## config.mk

```make
export PLATFORM = sky130hd
export DESIGN_NAME = mul_div_unit
export DESIGN_NICKNAME = d
export VERILOG_FILES = /design/src/rtl/mul_div_unit.sv
export SDC_FILE = /design/constraint.sdc
export NUM_CORES = 1
export LEC_CHECK = 0
export CAP_MARGIN = 15
export CORE_MARGIN = 4
export CORE_UTILIZATION = 52
export CTS_BUF_LIST = sky130_fd_sc_hd__clkbuf_4
export CTS_CLUSTER_SIZE = 10
export DETAILED_ROUTE_END_ITERATION = 8
export GPL_ROUTABILITY_DRIVEN = 1
export PLACE_DENSITY = 0.83
export SLEW_MARGIN = 20
export SYNTH_ARGS = -nofsm -noshare
export SYNTH_HDL_FRONTEND = slang
export SYNTH_SLANG_ARGS = --single-unit
```

## constraint.sdc

```tcl
create_clock -name clk -period 2.6 [get_ports clk]
set_input_delay 0.26 -clock clk [delete_from_list [all_inputs] [get_ports clk]]
set_output_delay 0.26 -clock clk [all_outputs]
set_load 0.005 [all_outputs]
```

## src/rtl/mul_div_unit.sv

```systemverilog
// Iterative 16-bit multiply/divide unit: shift-add multiply, restoring divide, one bit per cycle.
// Define MDU_SIGNED_EN to add the sgn port and two's-complement operation.
module mul_div_unit #(
    parameter logic [15:0] DZ_QUOTIENT = 16'hFFFF
) (
    input  logic        clk,
    input  logic        rst,
    input  logic        start,
    input  logic        op,
`ifdef MDU_SIGNED_EN
    input  logic        sgn,
`endif
    input  logic [15:0] opA,
    input  logic [15:0] opB,
    input  logic [3:0]  dest,
    output logic        busy,
    output logic        done,
    output logic [1:0]  RegWrite,
    output logic [3:0]  WriteReg,
    output logic [15:0] WriteData,
    output logic [15:0] WriteR15,
    output logic        div_zero
);

    typedef enum logic [1:0] {IDLE = 2'd0, RUN = 2'd1, DONE = 2'd2} state_t;

    state_t      state;
    logic [3:0]  cnt;
    logic        op_q;
    logic        neg_q;
    logic        rneg_q;
    logic [3:0]  dest_q;
    logic [31:0] acc;
    logic [15:0] bop;

    logic        sgn_eff;
    logic [15:0] abs_a;
    logic [15:0] abs_b;
    logic [16:0] mul_sum;
    logic [16:0] div_trial;
    logic [31:0] acc_nx;
    logic [31:0] prod;
    logic [15:0] quo;
    logic [15:0] rem;

`ifdef MDU_SIGNED_EN
    assign sgn_eff = sgn;
`else
    assign sgn_eff = 1'b0;
`endif

    // Signed operation runs on magnitudes; the result signs are fixed up on the last step.
    always_comb begin
        abs_a     = (sgn_eff && opA[15]) ? -opA : opA;
        abs_b     = (sgn_eff && opB[15]) ? -opB : opB;
        mul_sum   = {1'b0, acc[31:16]} + (acc[0] ? {1'b0, bop} : 17'd0);
        div_trial = acc[31:15] - {1'b0, bop};
        if (op_q) begin
            acc_nx = div_trial[16] ? {acc[30:0], 1'b0} : {div_trial[15:0], acc[14:0], 1'b1};
        end else begin
            acc_nx = {mul_sum, acc[15:1]};
        end
        prod = neg_q ? -acc_nx : acc_nx;
        quo  = neg_q ? -acc_nx[15:0] : acc_nx[15:0];
        rem  = rneg_q ? -acc_nx[31:16] : acc_nx[31:16];
    end

    always_ff @(posedge clk) begin
        if (!rst) begin
            state     <= IDLE;
            cnt       <= 4'd0;
            op_q      <= 1'b0;
            neg_q     <= 1'b0;
            rneg_q    <= 1'b0;
            dest_q    <= 4'd0;
            acc       <= 32'd0;
            bop       <= 16'd0;
            busy      <= 1'b0;
            done      <= 1'b0;
            RegWrite  <= 2'b00;
            WriteReg  <= 4'd0;
            WriteData <= 16'd0;
            WriteR15  <= 16'd0;
            div_zero  <= 1'b0;
        end else begin
            case (state)
                IDLE: begin
                    if (start) begin
                        busy <= 1'b1;
                        if (op && opB == 16'd0) begin
                            state     <= DONE;
                            done      <= 1'b1;
                            RegWrite  <= 2'b10;
                            WriteReg  <= dest;
                            WriteData <= DZ_QUOTIENT;
                            WriteR15  <= opA;
                            div_zero  <= 1'b1;
                        end else begin
                            state  <= RUN;
                            cnt    <= 4'd0;
                            op_q   <= op;
                            dest_q <= dest;
                            neg_q  <= sgn_eff && (opA[15] ^ opB[15]);
                            rneg_q <= sgn_eff && opA[15];
                            // Multiply keeps the multiplier in the low half; divide the dividend.
                            acc    <= op ? {16'd0, abs_a} : {16'd0, abs_b};
                            bop    <= op ? abs_b : abs_a;
                        end
                    end
                end
                RUN: begin
                    acc <= acc_nx;
                    cnt <= cnt + 4'd1;
                    if (cnt == 4'd15) begin
                        state     <= DONE;
                        done      <= 1'b1;
                        RegWrite  <= 2'b10;
                        WriteReg  <= dest_q;
                        WriteData <= op_q ? quo : prod[15:0];
                        WriteR15  <= op_q ? rem : prod[31:16];
                        div_zero  <= 1'b0;
                    end
                end
                default: begin
                    state    <= IDLE;
                    busy     <= 1'b0;
                    done     <= 1'b0;
                    RegWrite <= 2'b00;
                    div_zero <= 1'b0;
                end
            endcase
        end
    end

endmodule

```

==> results.yml <==
synthesis:
  yosysTopAreaCellShare_pct: 30.4
  ys_ff_latch: 98
  ys_warn_count: 0
  synth_cells: 778
  synth.avg_cell_area_um2: 8.30
  syn_nets: 853
  ys_types: 74
  synth_edf_count: 0
  ys.flop_type: "dfxtp_1"
  async_flop_share_pct: 0
  syn_area_um2: 6450
  ys_seq_area_share_pct: 30.4
  synth_area_leaders: "dfxtp_1, mux2i_1, a211oi_1"
  yosysTopAreaCell: "dfxtp_1"
timing:
  setup_viol: 31
  layout_worst_path_cycle_share_pct: 108
  drv_slew: 0
  rsz0062_at_grt: "true"
  clock_skew_ns: 0.0181
  maxSlewHeadroom_pct: 47.8
  worst_slack_ns: -0.197
  tightest_slew_ns: 0.781
  hold_viol_final: 0
  tns_ns: -3.29
  fin_crit_ns: 2.80
  max_freq_mhz: 358
die:
  std_cell_rows: 40
  die_area_um2: 14300
  core_area_um2: 12100
  num_io_pins: 81
  die_x_um: 119
  die_h_um: 119
  start_util_pct: 53.5
clock_tree:
  cts_tree: "done"
  clk_latency_ns: 0.46
  max-clock-path-buffers: 2
  cts_max_level: 3
  cts-root-buf: "clkbuf_4"
  clk_pin_slew_worst_paths_ns: 0.16
  postCtsHoldBufs: 0
  cts_sinks: 98
  cts_buffers: 9
drt:
  via_count: 6783
  drc: 0
  drt_wl_total_mm: 20.8
  routedWlPerCell_um: 18.6
  drtAntennaViolNets: 0
  avgViaCountPerCell: 6.05
  drtIter0Drc: 607
  firstDrtPassIters: 5
flow_run:
  drv_cap: 0
power:
  cellLeakagePower_nw: 3.49
  ir_worst_vdd_v: 0.000401
  p_per_area_nw_per_um2: 432
place:
  portBuffers: 79
  place_congestion: 0.984
  place_area_um2: 8100
  dpl.hpwl_mm: 14.7
final_layout:
  layout.cells.most_common_list: "buf_4, dfxtp_1, nor2_1"
  drive_gt1_share_pct: 24.8
  fill_cells: 817
  final_area_um2: 8750
  syn_to_final_growth_pct: 35.6
  nets: 1024
  diodes: 0
  mostFrequentLayoutCell: "buf_4"
global_route:
  grt_pass1_vias: 6454
  grtUsageTotal_pct: 27.6
  grt_pass1_wl_mm: 32.2
  antenna_found_initial: 0
  gr-total-overflow: 0
  grt_max_degree: 48
critical_path:
  worstPathRequired_ns: 2.98
  worstSetupPathType: "reg -> reg"
  cp-end-kind: "flip-flop"
  crit_fanout: 4
  worst_ep_arrival_time_ns: 3.18
  crit_path_start_kind: "flip-flop"
run_status:
  status: "complete, but fails checks"
  violations: "setup timing"
min_path:
  worstHoldPathType: "in -> reg"
-- timing repair --
action	4_1_cts	5_1_grt
pin swaps	31	30
setup buffers	10	7
setup endpoints to repair	33	34
gates resized for setup	43	36
-- final cells by class --
cell class	instances	area (um2)	area share, %
repair buffers	211	1890	21.6
inverters	27	101	1.16
well taps	168	210	2.40
clock inverters	6	65.1	0.743
clock buffers	10	75.1	0.858
flip-flops and latches	98	1970	22.5
multi-input cells	602	4440	50.7
-- synth_stat cells, drive strengths merged, types with 11 or more instances --
master	count
dfxtp	98
mux2i	44
nand3	11
nor3	12
o21ai	42
clkbuf	31
and2	30
a21o	11
ha	33
inv	27
a21oi	58
a211oi	69
buf	19
a31oi	20
xnor2	12
nand2	62
nor2	95
-- stage by stage --
step,setup slack (ns),hold WS (ns),cells,util (%),power [mW]
2_1_floorplan,-0.00658,0.407,778,-,2.30
3_3_place_gp,-0.155,0.450,1090,67.2,2.72
3_5_place_dp,-0.250,0.465,1090,67.2,2.74
4_1_cts,-0.159,0.370,1116,70.8,3.67
5_1_grt,-0.261,0.403,1122,72.6,3.93
6_report,-0.197,0.379,1122,72.6,3.78
-- path summary, 6_finish.rpt --
kind,startpoint,endpoint,slack [ns],cells after the start
setup / recovery,acc[15],WriteR15[10],-0.20,13
hold / removal,op,div_zero,0.38,5
setup reg to reg,acc[15],WriteR15[10],-0.20,13
hold reg to reg,dest_q[0],WriteReg[0],0.48,2
-- sequential cells by signal, indices dropped and copies added (netlist names) --
signal,flops
cnt,4
WriteData,16
state,2
WriteR15,16
busy,1
div_zero,1
WriteReg,4
bop,16
RegWrite,1
acc,32
op_q,1
dest_q,4
-- metal layers --
metal	wire [um]	global-route usage, %	part of all wire, %
met4	545	8.88	2.6
met1	8820	36.8	42
met3	1630	4.70	7.8
met5	0	0	0
met2	9840	45.5	47
-- worst max-delay path: stages (launching register included) --
cell,delay [ns]
dfxtp_2,0.38
inv_2,0.06
ha_4,0.16
fa_2,0.37
and2b_1,0.23
o2111ai_2,0.15
nand3_2,0.13
a31oi_4,0.13
buf_6,0.15
xnor2_4,0.16
buf_6,0.14
nand2_2,0.04
a311o_1,0.40
a31oi_1,0.21
-- power by group --
part	switching [mW]	leakage, nW	total, mW	internal, mW
Sequential	0.0617	0.801	1.63	1.57
Clock	0.545	0.0784	0.853	0.308
Combinational	0.672	2.62	1.30	0.628
-- logic make-up after synthesis --
kind of cell    synth area share, %
compound gates                 27.8
simple gates                   18.5
flops                          30.4
buf+inv                        6.71
mux                            6.82
fa+ha+maj                      7.02
xor+xnor                       2.69
other cells                  0.0581
(Power assumes the default switching activity.)
